### config.mk
export PLATFORM = sky130hd
export DESIGN_NAME = axis_to_video_out
export DESIGN_NICKNAME = d
export VERILOG_FILES = /design/src/rtl/video_timing_pkg.sv /design/src/rtl/video_timing_gen.sv /design/src/rtl/axis_to_video_out.sv
export SDC_FILE = /design/constraint.sdc
export NUM_CORES = 1
export LEC_CHECK = 0
export CORE_MARGIN = 2
export CORE_UTILIZATION = 48
export DETAILED_ROUTE_END_ITERATION = 8
export PLACE_DENSITY = 0.79
export SYNTH_ARGS = -nofsm -noshare
export SYNTH_HDL_FRONTEND = slang
export SYNTH_SLANG_ARGS = --single-unit
### constraint.sdc
create_clock -name s_axis_video_aclk -period 2.3 [get_ports s_axis_video_aclk]
set_input_delay 0.46 -clock s_axis_video_aclk [delete_from_list [all_inputs] [get_ports s_axis_video_aclk]]
set_output_delay 0.46 -clock s_axis_video_aclk [all_outputs]
set_load 0.05 [all_outputs]
### src/rtl/video_timing_pkg.sv
// Shared video timing definitions for the output-side video blocks.
// Holds the 720p default raster, total derivation, the counter width and
// the lock FSM state encoding used by axis_to_video_out.
package video_timing_pkg;

    // 1280x720 defaults
    localparam int DEF_H_ACTIVE = 1280;
    localparam int DEF_H_FP     = 110;
    localparam int DEF_H_SYNC   = 40;
    localparam int DEF_H_BP     = 220;
    localparam int DEF_V_ACTIVE = 720;
    localparam int DEF_V_FP     = 5;
    localparam int DEF_V_SYNC   = 5;
    localparam int DEF_V_BP     = 20;

    // Raster counter width; instantiating blocks check it against their totals.
    localparam int CNT_W = 12;

    typedef enum logic [1:0] {
        ST_SEARCH     = 2'd0,
        ST_WAIT_FRAME = 2'd1,
        ST_LOCKED     = 2'd2
    } lock_state_e;

    function automatic int total_of(input int act, input int fp, input int sync, input int bp);
        return act + fp + sync + bp;
    endfunction

endpackage

### src/rtl/video_timing_gen.sv
// Free-running raster timing generator.
// Ports:
//   clk_i, rst_i       : clock, synchronous active-high reset (counters -> 0,0)
//   hcnt_o, vcnt_o     : current pixel / line position
//   active_o           : position lies inside the active picture
//   hsync_o, vsync_o   : inside the sync interval (active-high, polarity applied by user)
//   frame_last_o       : last pixel of the last line of the frame
module video_timing_gen
    import video_timing_pkg::*;
#(
    parameter int H_ACTIVE = DEF_H_ACTIVE,
    parameter int H_FP     = DEF_H_FP,
    parameter int H_SYNC   = DEF_H_SYNC,
    parameter int H_BP     = DEF_H_BP,
    parameter int V_ACTIVE = DEF_V_ACTIVE,
    parameter int V_FP     = DEF_V_FP,
    parameter int V_SYNC   = DEF_V_SYNC,
    parameter int V_BP     = DEF_V_BP
) (
    input  logic             clk_i,
    input  logic             rst_i,
    output logic [CNT_W-1:0] hcnt_o,
    output logic [CNT_W-1:0] vcnt_o,
    output logic             active_o,
    output logic             hsync_o,
    output logic             vsync_o,
    output logic             frame_last_o
);
    localparam int H_TOTAL = total_of(H_ACTIVE, H_FP, H_SYNC, H_BP);
    localparam int V_TOTAL = total_of(V_ACTIVE, V_FP, V_SYNC, V_BP);

    if ($clog2(H_TOTAL) > CNT_W || $clog2(V_TOTAL) > CNT_W) begin : g_width_check
        $error("video_timing_gen: CNT_W too small for raster totals");
    end

    localparam logic [CNT_W-1:0] H_LAST  = CNT_W'(H_TOTAL - 1);
    localparam logic [CNT_W-1:0] V_LAST  = CNT_W'(V_TOTAL - 1);
    localparam logic [CNT_W-1:0] HS_BEG  = CNT_W'(H_ACTIVE + H_FP);
    localparam logic [CNT_W-1:0] HS_END  = CNT_W'(H_ACTIVE + H_FP + H_SYNC);
    localparam logic [CNT_W-1:0] VS_BEG  = CNT_W'(V_ACTIVE + V_FP);
    localparam logic [CNT_W-1:0] VS_END  = CNT_W'(V_ACTIVE + V_FP + V_SYNC);

    logic [CNT_W-1:0] hcnt_q, hcnt_d, vcnt_q, vcnt_d;
    logic             h_wrap;

    assign h_wrap = (hcnt_q == H_LAST);

    always_comb begin
        hcnt_d = h_wrap ? '0 : hcnt_q + 1'b1;
        vcnt_d = vcnt_q;
        if (h_wrap) vcnt_d = (vcnt_q == V_LAST) ? '0 : vcnt_q + 1'b1;
    end

    always_ff @(posedge clk_i) begin
        if (rst_i) begin
            hcnt_q <= '0;
            vcnt_q <= '0;
        end else begin
            hcnt_q <= hcnt_d;
            vcnt_q <= vcnt_d;
        end
    end

    assign hcnt_o       = hcnt_q;
    assign vcnt_o       = vcnt_q;
    assign active_o     = (hcnt_q < CNT_W'(H_ACTIVE)) && (vcnt_q < CNT_W'(V_ACTIVE));
    assign hsync_o      = (hcnt_q >= HS_BEG) && (hcnt_q < HS_END);
    assign vsync_o      = (vcnt_q >= VS_BEG) && (vcnt_q < VS_END);
    assign frame_last_o = h_wrap && (vcnt_q == V_LAST);

endmodule

### src/rtl/axis_to_video_out.sv
// AXI4-Stream video (tuser = SOF, tlast = EOL) to parallel video-out bus.
// The raster free-runs; the stream is locked to it at a frame boundary.
// Ports:
//   s_axis_video_aclk, rst : pixel clock, synchronous active-high reset
//   VIDEO_IN_*             : 24-bit AXIS video input, tready combinational
//   vid_data/de/hsync/vsync: registered video out, one cycle behind raster
//   locked                 : stream aligned to raster
//   underflow, misalign    : one-cycle error pulses (registered)
module axis_to_video_out
    import video_timing_pkg::*;
#(
    parameter int   H_ACTIVE  = DEF_H_ACTIVE,
    parameter int   H_FP      = DEF_H_FP,
    parameter int   H_SYNC    = DEF_H_SYNC,
    parameter int   H_BP      = DEF_H_BP,
    parameter int   V_ACTIVE  = DEF_V_ACTIVE,
    parameter int   V_FP      = DEF_V_FP,
    parameter int   V_SYNC    = DEF_V_SYNC,
    parameter int   V_BP      = DEF_V_BP,
    parameter logic HSYNC_POL = 1'b1,
    parameter logic VSYNC_POL = 1'b1
) (
    input  logic        s_axis_video_aclk,
    input  logic        rst,
    input  logic [23:0] VIDEO_IN_tdata,
    input  logic        VIDEO_IN_tvalid,
    output logic        VIDEO_IN_tready,
    input  logic        VIDEO_IN_tuser,
    input  logic        VIDEO_IN_tlast,
    output logic [23:0] vid_data,
    output logic        vid_de,
    output logic        vid_hsync,
    output logic        vid_vsync,
    output logic        locked,
    output logic        underflow,
    output logic        misalign
);
    logic [CNT_W-1:0] hcnt, vcnt;
    logic             active, hsync_raw, vsync_raw, frame_last;

    video_timing_gen #(
        .H_ACTIVE(H_ACTIVE), .H_FP(H_FP), .H_SYNC(H_SYNC), .H_BP(H_BP),
        .V_ACTIVE(V_ACTIVE), .V_FP(V_FP), .V_SYNC(V_SYNC), .V_BP(V_BP)
    ) u_timing (
        .clk_i        (s_axis_video_aclk),
        .rst_i        (rst),
        .hcnt_o       (hcnt),
        .vcnt_o       (vcnt),
        .active_o     (active),
        .hsync_o      (hsync_raw),
        .vsync_o      (vsync_raw),
        .frame_last_o (frame_last)
    );

    lock_state_e state_q, state_d;
    logic [23:0] data_q, data_d;
    logic        de_q, hs_q, vs_q;
    logic        und_q, und_d, mis_q, mis_d;
    logic        at_sof, at_eol;

    // Where the tuser/tlast flags must fall for the beat accepted now.
    assign at_sof = (hcnt == '0) && (vcnt == '0);
    assign at_eol = (hcnt == CNT_W'(H_ACTIVE - 1));

    always_comb begin
        state_d         = state_q;
        VIDEO_IN_tready = 1'b0;
        data_d          = '0;
        und_d           = 1'b0;
        mis_d           = 1'b0;
        if (!rst) begin
            unique case (state_q)
                ST_SEARCH: begin
                    // Drain everything up to an SOF beat, then hold that beat.
                    VIDEO_IN_tready = !(VIDEO_IN_tvalid && VIDEO_IN_tuser);
                    if (VIDEO_IN_tvalid && VIDEO_IN_tuser) state_d = ST_WAIT_FRAME;
                end
                ST_WAIT_FRAME: begin
                    if (frame_last) state_d = ST_LOCKED;
                end
                ST_LOCKED: begin
                    VIDEO_IN_tready = active;
                    if (active) begin
                        if (!VIDEO_IN_tvalid) begin
                            und_d   = 1'b1;
                            state_d = ST_SEARCH;
                        end else begin
                            data_d = VIDEO_IN_tdata;
                            if ((VIDEO_IN_tuser != at_sof) || (VIDEO_IN_tlast != at_eol)) begin
                                mis_d   = 1'b1;
                                state_d = ST_SEARCH;
                            end
                        end
                    end
                end
                default: state_d = ST_SEARCH;
            endcase
        end
    end

    always_ff @(posedge s_axis_video_aclk) begin
        if (rst) begin
            state_q <= ST_SEARCH;
            data_q  <= '0;
            de_q    <= 1'b0;
            hs_q    <= ~HSYNC_POL;
            vs_q    <= ~VSYNC_POL;
            und_q   <= 1'b0;
            mis_q   <= 1'b0;
        end else begin
            state_q <= state_d;
            data_q  <= data_d;
            de_q    <= active;
            hs_q    <= hsync_raw ? HSYNC_POL : ~HSYNC_POL;
            vs_q    <= vsync_raw ? VSYNC_POL : ~VSYNC_POL;
            und_q   <= und_d;
            mis_q   <= mis_d;
        end
    end

    assign vid_data  = data_q;
    assign vid_de    = de_q;
    assign vid_hsync = hs_q;
    assign vid_vsync = vs_q;
    assign locked    = (state_q == ST_LOCKED);
    assign underflow = und_q;
    assign misalign  = mis_q;

endmodule

-- After elaboration in Yosys (flattened, before gate mapping)
Cells that the tools add are included.
- word-level logic and storage cells: 59
- output and inout port bits: 31
- input bits: 29
- register bits: 55
- multiplexer cells: 13
- bitwise gates (word level): 3
- $add $sub $neg: 2
- equal/unequal tests: 11
- reduce and logical (&&, ||, !) cells: 15
- order comparisons: 6
- operators with widths (cell ; count):
    $add A12 B1 Y12 const B ; 2
    $eq A12 B11 Y1 const B ; 2
    $logic_not A12 Y1 ; 2
    $lt A12 B10 Y1 const B ; 2
    $lt A12 B11 Y1 const B ; 2
    $eq A12 B10 Y1 const B ; 1
    $ge A12 B10 Y1 const B ; 1
    $ge A12 B11 Y1 const B ; 1
    $mux W12 ; 1
    $mux W2 ; 5
    $logic_and A1 B1 Y1 ; 6
    $pmux W2 S3 ; 1
    $mux W1 ; 5
    $ne A2 B2 Y1 const B ; 2
    $reduce_and A4 Y1 ; 1
    $reduce_or A4 Y1 ; 1
    $ne A3 B2 Y1 const B ; 1
    $not A1 Y1 ; 3
    $reduce_or A3 Y1 ; 1
    $eq A2 B1 Y1 const B ; 1
    $eq A2 B2 Y1 const B ; 1
    $logic_not A2 Y1 ; 1
    $ne A1 B1 Y1 ; 2
    $ne A2 B1 Y1 const B ; 1
    4 further kinds ; 4

-- Longest topological paths before layout
Gate-level depths: netlist of run 1.
- word-level depth: 8
- mapped depth: 7
- mapped depth without buffers: 7

-- Hierarchy
A second synthesis of run 1 with hierarchy kept.
- cell total of the unflattened synthesis: 253
- area total of the unflattened synthesis: 2304.7 um2
- by module, submodules not included (module ; area an instance (um2) ; instances ; cells an instance ; seq. area each (um2)):
    video_timing_gen ; 1298.7 ; 1 ; 159 ; 480.5
    axis_to_video_out ; 1006.0 ; 1 ; 94 ; 620.6

-- Worst setup path after synthesis of run 1
No wires, ideal clock.
- path type: reg-to-output
- from: reg u_timing.vcnt_q[9] (netlist: u_timing.vcnt_o[9])
- to: out VIDEO_IN_tready
- buffers on the path: 0
- stages on the path, launching flop included: 4
- slack: -1.696 ns
- required time: 1.840 ns
- arrival: 3.536 ns
- cell sequence: dfxtp_1 a2111oi_0 o211ai_2 a2111oi_0
- word-level cells in the longest chain between the ends: 4
- ends and longest elaborated chain (what ; RTL line ; source):
    start, declared ; video_timing_gen.sv:43 ; logic [CNT_W-1:0] hcnt_q, hcnt_d, vcnt_q, vcnt_d;
    start signal, assigned ; video_timing_gen.sv:60 ; vcnt_q <= vcnt_d;
    $lt A12 B10 Y1 ; video_timing_gen.sv:66 ; assign active_o = (hcnt_q < CNT_W'(H_ACTIVE)) && (vcnt_q < CNT_W'(V_ACTIVE));
    $logic_and A1 B1 Y1 ; video_timing_gen.sv:66 ;
    $pmux W1 S2 ; axis_to_video_out.sv:72 ; unique case (state_q)
    $mux W1 ; axis_to_video_out.sv:71 ; if (!rst) begin
    end, declared ; axis_to_video_out.sv:27 ; output logic VIDEO_IN_tready,
No other way between the ends.

-- Final worst setup path of run 1
- from: reg u_timing.vcnt_q[8] (netlist: u_timing.vcnt_o[8])
- to: out VIDEO_IN_tready
The elaborated chain is that of the path after synthesis.

==> flow_metrics.env, run 1 <==
export IMPL_p_total_w=0.00159
export IMPL_stdcell_count=363
export IMPL_ctsRootBufferMaster="clkbuf_8"
export IMPL_r2r_start="u_timing.hcnt_o[1]"
export IMPL_final_max_slew_viol_count=0
export IMPL_syn_inst=243
export IMPL_core_rowCount=24
export IMPL_cts_hold_buffers_added=0
export IMPL_synth_seq_cells=55
export IMPL_ioPinCount=60
export IMPL_startpoint_type="register"
export IMPL_drc=0
export IMPL_antenna_left=0
export IMPL_ys_flop_type="dfxtp_1"
export IMPL_grt_max_degree=26
export IMPL_clk_pin_slew_ns=0.10
export IMPL_worstPathRequired_ns=1.84
export IMPL_netlist_cell_type_count=38
export IMPL_die_x_um=72.2
export IMPL_synthesis_area_mm2=0.00223
export IMPL_max_vdd_ir_drop_mv=0.385
export IMPL_antenna_found_initial=0
export IMPL_die_area_mm2=0.00521
export IMPL_clock_fmax_mhz=435
export IMPL_p_leak_nw=1.16
export IMPL_yosys_warnings=0
export IMPL_placed_cells=353
export IMPL_path_max_fanout=4
export IMPL_synthArstFlopShare=0
export IMPL_clk_latency_ns=0.30
export IMPL_cts_buffers=5
export IMPL_crit_arrival_ns=1.84
export IMPL_ys_seq_area_frac=0.494
export IMPL_avgSynthCellArea_um2=9.18
export IMPL_syn_nets=280
export IMPL_max_cap_viol_count=0
export IMPL_finalSetupViolations=0
export IMPL_rsz0062_at_grt="yes"
export IMPL_run_status="completed"
export IMPL_tightest_slew_ns=0.650
export IMPL_worstHoldEndpoint="u_timing.hcnt_o[0]"
export IMPL_core_area_mm2=0.00441
export IMPL_routed_wl_mm=4.94
export IMPL_slowest_delay_ns=0.41
export IMPL_h_tree_depth=2
export IMPL_fin_skew_ns=0.00694
export IMPL_crit_chain="or3_4 -> or2_4 -> o211ai_4 -> a2111oi_4 -> buf_12"
export IMPL_wl_per_cell_um=13.6
export IMPL_cts_max_path_buffers=2
export IMPL_nNetsFinal=347
export IMPL_drtPass1Iterations=4
export IMPL_gr_total_overflow=0
export IMPL_drt_initial_drc_count=97
export IMPL_powerDensity_mw_per_mm2=516
export IMPL_die_h_um=72.2
export IMPL_antenna_cells=0
export IMPL_clock_sinks=55
export IMPL_synth_edf_count=0
export IMPL_port_buffers=59
export IMPL_vias_per_cell=5.27
export IMPL_vias=1913
export IMPL_r2r_end="u_timing.vcnt_o[9]"
export IMPL_hold_start="u_timing.hcnt_o[0]"
export IMPL_initial_core_util=0.505
export IMPL_fin_util=0.698
export IMPL_worst_r2r_path_depth=7
export IMPL_period_minus_slack_ns=2.30
export IMPL_grt_pass1_wl_mm=8.34
export IMPL_hold_viol=0
export IMPL_post_dp_hpwl_mm=3.63
export IMPL_critPathCaptureType="output port"
export IMPL_path_class="reg2out"
export IMPL_gp_congestion=0.870
export IMPL_cts_tree="done"
export IMPL_area_growth_synth_to_final_pct=38.2
export IMPL_min_path_cells=1
export IMPL_hp_class="reg2reg"
export IMPL_grt_pass1_vias=1892
export IMPL_grt_usage=0.203
export IMPL_drive_gt1_frac=0.0965
export IMPL_reg2reg_slack_ns=0.31
export IMPL_fin_crit_sh=0.999
export IMPL_slowest_stage="or3_4"
export IMPL_relSlewSlack=0.565
-- cells in the mapped netlist (2+ instances only) --
| master | number | area (µm²) |
|---|---|---|
| nor2_1 | 32 | 120 |
| a2111oi_0 | 2 | 17.5 |
| a21oi_1 | 8 | 40.0 |
| nor4_1 | 8 | 50.1 |
| and2_1 | 25 | 156 |
| o31a_1 | 2 | 17.5 |
| nor3_1 | 6 | 30.0 |
| nand4_1 | 7 | 43.8 |
| nor2b_1 | 2 | 12.5 |
| and3_1 | 2 | 12.5 |
| xor2_1 | 13 | 114 |
| clkbuf_2 | 2 | 10.0 |
| nand3_1 | 8 | 40.0 |
| o21ai_0 | 5 | 25.0 |
| nand4b_1 | 2 | 17.5 |
| ha_1 | 8 | 100 |
| or3_1 | 7 | 43.8 |
| nand2_1 | 15 | 56.3 |
| clkbuf_1 | 5 | 18.8 |
| xnor2_1 | 4 | 35.0 |
| inv_1 | 9 | 33.8 |
| dfxtp_1 | 55 | 1100 |
-- logic make-up after synthesis --
group | count (synthesis) | synth area share
buffers and inverters | 17 | 0.0303
XOR/XNOR | 17 | 0.0668
flip-flops | 55 | 0.494
adder cells (fa/ha/maj) | 8 | 0.0449
AO/OA/AOI/OAI | 22 | 0.0640
AND/OR/NAND/NOR | 124 | 0.300
-- worst max path at each step --
stage	startpoint	end	slack, ns	depth (start not counted)
detailed placement	u_timing.vcnt_o[10]	vid_data[12]	-0.07	4
floorplan	u_timing.vcnt_o[9]	VIDEO_IN_tready	0.05	3
global route	u_timing.vcnt_o[8]	VIDEO_IN_tready	-0.06	5
CTS	u_timing.vcnt_o[10]	VIDEO_IN_tready	0.01	5
global placement	u_timing.vcnt_o[10]	vid_data[18]	0.01	4
finish	u_timing.vcnt_o[8]	VIDEO_IN_tready	0.002	5
-- worst max-delay path, delay by kind of cell (launching register included) --
kind	cells	cell delay [ns]
compound gates	2	0.33
buf+inv	1	0.16
flops	1	0.36
simple gates	2	0.69
-- metrics by stage --
step,TNS (ns),area (µm²),hold slack (ns),worst slack [ns]
final,0,3080,0.511,0.00245
after floorplan,0,2250,0.457,0.0497
after CTS,0,3070,0.518,0.00984
after detailed placement,-1.16,2930,0.496,-0.0673
after global routing,-0.0565,3080,0.546,-0.0565
after global placement,0,2930,0.485,0.0148
-- cell usage in the layout, fill, tap and decap left out, drive strengths merged --
| cell type | n |
|---|---|
| inv | 9 |
| nand2b | 1 |
| o211ai | 1 |
| clkbuf | 6 |
| xnor2 | 4 |
| a21oi | 8 |
| nor2 | 32 |
| and4b | 1 |
| nand2 | 15 |
| nand4 | 7 |
| nor2b | 2 |
| buf | 11 |
| xor2 | 13 |
| a2111oi | 2 |
| nor4 | 9 |
| o2bb2ai | 1 |
| or3 | 8 |
| o21ai | 5 |
| and4 | 1 |
| ha | 8 |
| nand3 | 8 |
| o31a | 2 |
| dfxtp | 55 |
| a22oi | 1 |
| a31oi | 1 |
| a21o | 1 |
| nor4b | 1 |
| and3 | 2 |
| clkinvlp | 1 |
| nor3 | 7 |
| clkdlybuf4s50 | 57 |
| nand4b | 2 |
| or2 | 3 |
| and2 | 25 |
| clkinv | 1 |
-- final cells by class --
cell class                      instances  area (µm²)
Sequential cell                        55        1100
Timing Repair Buffer                   68         666
Inverter                                9        33.8
Clock inverter                          2        12.5
Tap cell                               52        65.1
Clock buffer                            6        72.6
Fill cell                             348        1330
Multi-Input combinational cell        171        1130
-- power breakdown --
part	total, W	internal (W)	switching, W	leakage (nW)
logic	0.000114	0.0000691	0.0000447	0.673
clock network	0.000509	0.000213	0.000296	0.0412
registers	0.000968	0.000958	0.00000965	0.445
-- metal layers --
| metal | routed length, µm | share of wire | track usage |
|---|---|---|---|
| met5 | 0 | 0 | 0 |
| met4 | 76 | 0.015 | 0.0734 |
| met3 | 222 | 0.045 | 0.0458 |
| met2 | 2600 | 0.53 | 0.367 |
| met1 | 2040 | 0.41 | 0.232 |
-- state kept, by name (all words and copies together) (netlist names) --
register,count
u_timing.hcnt_o,12
vid_vsync,1
vid_data,24
vid_de,1
state_q,2
misalign,1
u_timing.vcnt_o,12
underflow,1
vid_hsync,1
-- repair_timing --
| action | 4_1_cts | 5_1_grt |
|---|---|---|
| pin swaps | 1 | 0 |
| setup buffers | 2 | 0 |
| setup endpoints to repair | 26 | 2 |
| gates resized for setup | 8 | 2 |
No activity file was read; power rests on OpenSTA's default activity.
==> inputs of run 2 (changes only) <==
Settings changed: ABC_AREA set to 1, CELL_PAD_IN_SITES_DETAIL_PLACEMENT set to 0, CELL_PAD_IN_SITES_GLOBAL_PLACEMENT set to 2, CORE_UTILIZATION 48 to 27, PLACE_DENSITY 0.79 to unset, PLACE_DENSITY_LB_ADDON set to 0.1, SKIP_LAST_GASP set to 1.
==> run 2 against run 1 <==
Against the previous run:
- clock skew is 0.0011 ns lower
- count of clock-buffer cells in the layout stayed put
- critical path type unchanged
- register-to-register slack better by 0.29 ns
- critical endpoint unchanged
- fmax is 7.9% higher
- first-iteration DRC count is 46% lower
==> flow_metrics.env, run 2 <==
export IMPL_run_status="completed"
export IMPL_slowest_delay_ns=0.36
export IMPL_p_total_w=0.00209
export IMPL_gr_total_overflow=0
export IMPL_final_max_slew_viol_count=0
export IMPL_ctsRootBufferMaster="clkbuf_8"
export IMPL_slowest_stage="dfxtp_1"
export IMPL_ioPinCount=60
export IMPL_gp_congestion=0.715
export IMPL_largest_register_ff_count=24
export IMPL_routed_wl_mm=6.33
export IMPL_drtPass1Iterations=4
export IMPL_h_tree_depth=2
export IMPL_wl_per_cell_um=11.6
export IMPL_wl_met2_mm=3.06
export IMPL_fin_skew_ns=0.00588
export IMPL_drive_gt1_frac=0.0887
export IMPL_crit_arrival_ns=1.67
export IMPL_core_area_mm2=0.00924
export IMPL_ys_seq_area_frac=0.427
export IMPL_die_area_mm2=0.0104
export IMPL_wl_met1_mm=3.00
export IMPL_place_area_mm2=0.00331
export IMPL_path_class="reg2out"
export IMPL_initial_core_util=0.279
export IMPL_cts_setup_buffers=0
export IMPL_hold_viol=0
export IMPL_period_minus_slack_ns=2.13
export IMPL_max_vdd_ir_drop_mv=0.282
export IMPL_clock_fmax_mhz=469
export IMPL_vias_per_cell=4.23
export IMPL_relSlewSlack=0.656
export IMPL_drc=0
export IMPL_rsz0062_at_grt="yes"
export IMPL_synth_top_cell_by_area="dfxtp_1"
export IMPL_design_area_mm2=0.00341
export IMPL_yosys_warnings=0
export IMPL_antenna_cells=0
export IMPL_nNetsFinal=453
export IMPL_synth_common_cells="66 x nor2_1, 60 x inv_1, 60 x nand2_1"
export IMPL_netlist_area_leader_share=0.427
export IMPL_critPathCaptureType="output port"
export IMPL_met3WireLength_um=177
export IMPL_clk_pin_slew_ns=0.10
export IMPL_max_cap_viol_count=0
export IMPL_synthesis_area_mm2=0.00258
export IMPL_clock_sinks=55
export IMPL_stdcell_count=546
export IMPL_grt_pass1_wl_mm=10.9
export IMPL_final_common_cell="nor2_1"
export IMPL_topRoutingLayerUsed="met4"
export IMPL_tightest_slew_ns=0.515
export IMPL_vias=2310
export IMPL_final_cell_mix="66 x nor2_1, 60 x inv_1, 60 x nand2_1, 57 x clkdlybuf4s50_1, 53 x dfxtp_1"
export IMPL_synth_seq_cells=55
export IMPL_startpoint_type="register"
export IMPL_synthArstFlopShare=0
export IMPL_synth_most_common_cell="nor2_1"
export IMPL_clk_latency_ns=0.31
export IMPL_grt_pass1_vias=2231
export IMPL_port_buffers=59
export IMPL_antenna_left=0
export IMPL_placed_cells=538
export IMPL_avgSynthCellArea_um2=7.29
export IMPL_syn_nets=391
export IMPL_antenna_found_initial=0
export IMPL_synth_area_top_cells="dfxtp_1 43%, nor2_1 9.6%, inv_1 8.7%, nand2_1 8.7%, ha_1 3.9%"
export IMPL_crit_chain="nor2_1 -> nand2_1 -> nor2_1 -> nand3_2 -> nor2_2 -> nand2_1 -> o21ai_0 -> buf_12"
export IMPL_fin_util=0.369
export IMPL_worstPathRequired_ns=1.84
export IMPL_cts_buffers=5
export IMPL_ys_flop_type="dfxtp_1"
export IMPL_p_leak_nw=1.42
export IMPL_fin_crit_sh=0.926
export IMPL_grt_max_degree=26
export IMPL_path_max_fanout=4
export IMPL_die_h_um=102
export IMPL_hp_class="reg2reg"
export IMPL_finalSetupViolations=0
export IMPL_area_growth_synth_to_final_pct=32.1
export IMPL_synth_edf_count=0
export IMPL_post_dp_hpwl_mm=4.90
export IMPL_cts_tree="done"
export IMPL_core_rowCount=35
export IMPL_grt_usage=0.134
export IMPL_powerDensity_mw_per_mm2=614
export IMPL_die_x_um=102
export IMPL_setup_tns_ns=0
export IMPL_drt_initial_drc_count=52
export IMPL_netlist_cell_type_count=36
export IMPL_syn_inst=354
export IMPL_cts_max_path_buffers=2
-- run 2: cell types whose count changed after synthesis, moves of 4 or more --
cell / previous run / this run
clkbuf_1: 5 / 1
a21oi_1: 8 / 14
xor2_1: 13 / 4
nand2_1: 15 / 60
nor2_1: 32 / 66
or3_1: 7 / 0
inv_1: 9 / 60
nor4_1: 8 / 3
nor2_2: 0 / 6
nand3_1: 8 / 19
and2_1: 25 / 0
-- run 2: cell type report --
type / count / area, µm²
clock buffer: 6 / 72.6
clock inverter: 2 / 16.3
fill: 983 / 5830
inverter: 63 / 236
multi-input combinational: 229 / 1190
sequential: 55 / 1100
tap: 129 / 161
timing repair buffer: 62 / 626
-- run 2: final timing paths --
| path | to | slack, ns | start | depth (start not counted) |
|---|---|---|---|---|
| max | VIDEO_IN_tready | 0.17 | u_timing.vcnt_o[10] | 8 |
| min | u_timing.hcnt_o[0] | 0.48 | u_timing.hcnt_o[0] | 1 |
| max reg2reg | u_timing.vcnt_o[4] | 0.60 | u_timing.hcnt_o[4] | 6 |
| min reg2reg | u_timing.hcnt_o[0] | 0.48 | u_timing.hcnt_o[0] | 1 |
-- run 2: cell families after synthesis --
group	synth area share
fa+ha+maj	0.0388
flops	0.427
simple gates	0.339
xor+xnor	0.0204
buf+inv	0.113
compound gates	0.0626
-- run 2: metal layers --
layer,up-vias,track usage
met4,0,0.0405
met3,6,0.0248
met2,34,0.222
li1,1222,-
met5,-,0
met1,1048,0.176
-- run 2: power by group --
part	internal (W)	switching, W	leakage, nW
logic	0.000201	0.000307	0.935
clock network	0.000220	0.000345	0.0418
registers	0.000997	0.0000206	0.446
-- run 2: worst max-delay path, delay by kind of cell, from the launching register on --
| family | cells | cell delay [ns] |
|---|---|---|
| compound gates | 1 | 0.15 |
| simple gates | 6 | 0.67 |
| buf+inv | 1 | 0.19 |
| flops | 1 | 0.36 |
-- run 2: timing repair --
item / CTS / global route
endpoints found under the setup margin: 0 / 2
gates resized for setup: 0 / 4
hold buffers: 0 / 0
-- run 2: stage by stage --
step	hold slack (ns)	setup WS, ns
final	0.479	0.170
after global routing	0.527	-0.0233
after CTS	0.490	0.0466
after detailed placement	0.464	0.238
after global placement	0.459	0.229
after floorplan	0.433	0.0580
==> inputs of run 3 (changes only) <==
Settings changed: CORE_MARGIN 2 to 1, PLACE_DENSITY set to 0.8, PLACE_DENSITY_LB_ADDON 0.1 to unset.
==> run 3 against run 2 <==
Against the previous run:
- clock power decreased by 1%
- global-route usage decreased by 0.14 points
- worst hold slack improved by 0.0056 ns
- critical path depth decreased by 5
- critical endpoint is now locked
- largest power group unchanged
==> flow_metrics.env, run 3 (same netlist as run 2, synthesis figures left out) <==
export IMPL_path_class="reg2out"
export IMPL_setup_tns_ns=0
export IMPL_seqCellArea_mm2=0.00110
export IMPL_max_cap_viol_count=0
export IMPL_drt_initial_drc_count=77
export IMPL_antenna_found_initial=0
export IMPL_drc=0
export IMPL_relSlewSlack=0.649
export IMPL_area_growth_synth_to_final_pct=32.4
export IMPL_core_rowCount=35
export IMPL_fin_skew_ns=0.0110
export IMPL_final_max_slew_viol_count=0
export IMPL_crit_arrival_ns=1.76
export IMPL_placed_cells=540
export IMPL_finalWorstSetupSlack_ns=0.0781
export IMPL_final_cell_mix="65 x nor2_1, 60 x inv_1, 60 x nand2_1, 58 x clkdlybuf4s50_1, 55 x dfxtp_1"
export IMPL_cts_tree="done"
export IMPL_r2r_end="u_timing.vcnt_o[0]"
export IMPL_worstHoldEndpoint="u_timing.hcnt_o[0]"
export IMPL_core_area_mm2=0.00924
export IMPL_finalSetupViolations=0
export IMPL_run_status="completed"
export IMPL_routed_wl_mm=6.30
export IMPL_cts_hold_buffers_added=0
export IMPL_cts_setup_buffers=0
export IMPL_startpoint_type="register"
export IMPL_hold_viol=0
export IMPL_tightest_slew_ns=0.524
export IMPL_initial_core_util=0.279
export IMPL_multi_input_area_mm2=0.00119
export IMPL_antenna_cells=0
export IMPL_clk_pin_slew_ns=0.11
export IMPL_worst_r2r_path_depth=10
export IMPL_grt_max_degree=26
export IMPL_post_cts_resized=0
export IMPL_final_common_cell="nor2_1"
export IMPL_fin_crit_sh=0.966
export IMPL_clk_latency_ns=0.31
export IMPL_vias=2270
export IMPL_wl_per_cell_um=11.5
export IMPL_gr_total_overflow=0
export IMPL_max_vdd_ir_drop_mv=0.262
export IMPL_path_max_fanout=3
export IMPL_worstPathRequired_ns=1.84
export IMPL_r2r_start="u_timing.hcnt_o[1]"
export IMPL_fin_util=0.370
export IMPL_powerDensity_mw_per_mm2=611
export IMPL_clock_sinks=55
export IMPL_die_x_um=99.8
export IMPL_rsz0062_at_grt="no"
export IMPL_cts_max_path_buffers=2
export IMPL_fill_cells=993
export IMPL_drtPass1Iterations=4
export IMPL_grt_pass1_vias=2147
export IMPL_h_tree_depth=2
export IMPL_post_dp_hpwl_mm=4.91
export IMPL_ctsRootBufferMaster="clkbuf_8"
export IMPL_antenna_left=0
export IMPL_reg2reg_slack_ns=0.61
export IMPL_pre_cts_ws_ns=0.257
export IMPL_die_area_mm2=0.00995
export IMPL_clock_fmax_mhz=450
export IMPL_cts_buffers=5
export IMPL_critPathCaptureType="output port"
export IMPL_largest_register_ff_count=24
export IMPL_nNetsFinal=455
export IMPL_drive_gt1_frac=0.0907
export IMPL_die_h_um=99.8
export IMPL_ioPinCount=60
export IMPL_p_total_w=0.00209
export IMPL_grt_pass1_wl_mm=10.5
export IMPL_hold_start="u_timing.hcnt_o[0]"
export IMPL_port_buffers=59
export IMPL_hp_class="reg2reg"
export IMPL_grt_usage=0.132
export IMPL_period_minus_slack_ns=2.22
export IMPL_stdcell_count=548
export IMPL_p_leak_nw=1.42
export IMPL_min_path_cells=1
export IMPL_vias_per_cell=4.14
export IMPL_gp_congestion=0.769
==> run 3: layout make-up <==
type / count / area share
clock buffers: 6 / 0.0212
clock inverters: 2 / 0.00476
multi-input cells: 229 / 0.348
repair buffers: 64 / 0.187
well taps: 129 / 0.0473
flip-flops and latches: 55 / 0.322
inverters: 63 / 0.0692
==> run 3: metrics by stage <==
step,hold slack [ns],area (µm²)
after floorplan,0.433,2580
after global placement,0.452,3320
after detailed placement,0.459,3320
after CTS,0.483,3410
after global routing,0.513,3420
final,0.485,3420
==> run 3: worst max-delay path by stage <==
stage,depth (start not counted),from,slack (ns),end
final,3,state_q[1],0.08,locked
after global routing,8,u_timing.vcnt_o[10],0.02,VIDEO_IN_tready
after CTS,3,state_q[1],0.06,locked
after detailed placement,5,rst,0.26,VIDEO_IN_tready
after global placement,5,VIDEO_IN_tuser,0.27,VIDEO_IN_tready
after floorplan,2,rst,0.06,VIDEO_IN_tready
==> run 3: power by group <==
part	leakage [nW]	internal, W	total [W]	switching (W)
logic	0.930	0.000203	0.000512	0.000309
clock network	0.0418	0.000220	0.000557	0.000337
registers	0.445	0.000997	0.00102	0.0000214
total	1.42	0.00142	0.00209	0.000667
==> run 3: per-layer routing <==
metal / vias to the layer above / wire (µm) / track usage / part of all wire
met1: 1021 / 3090 / 0.182 / 0.49
met4: 0 / 61 / 0.0396 / 0.0097
met3: 6 / 127 / 0.0232 / 0.020
met5: - / 0 / 0 / 0
li1: 1220 / - / - / -
met2: 23 / 3020 / 0.211 / 0.48
==> run 3: critical path, cell delays in order (launching register included) <==
cell	delay, ns
dfxtp_1	0.35
inv_1	0.06
nor2_1	0.19
clkdlybuf4s50_1	0.85
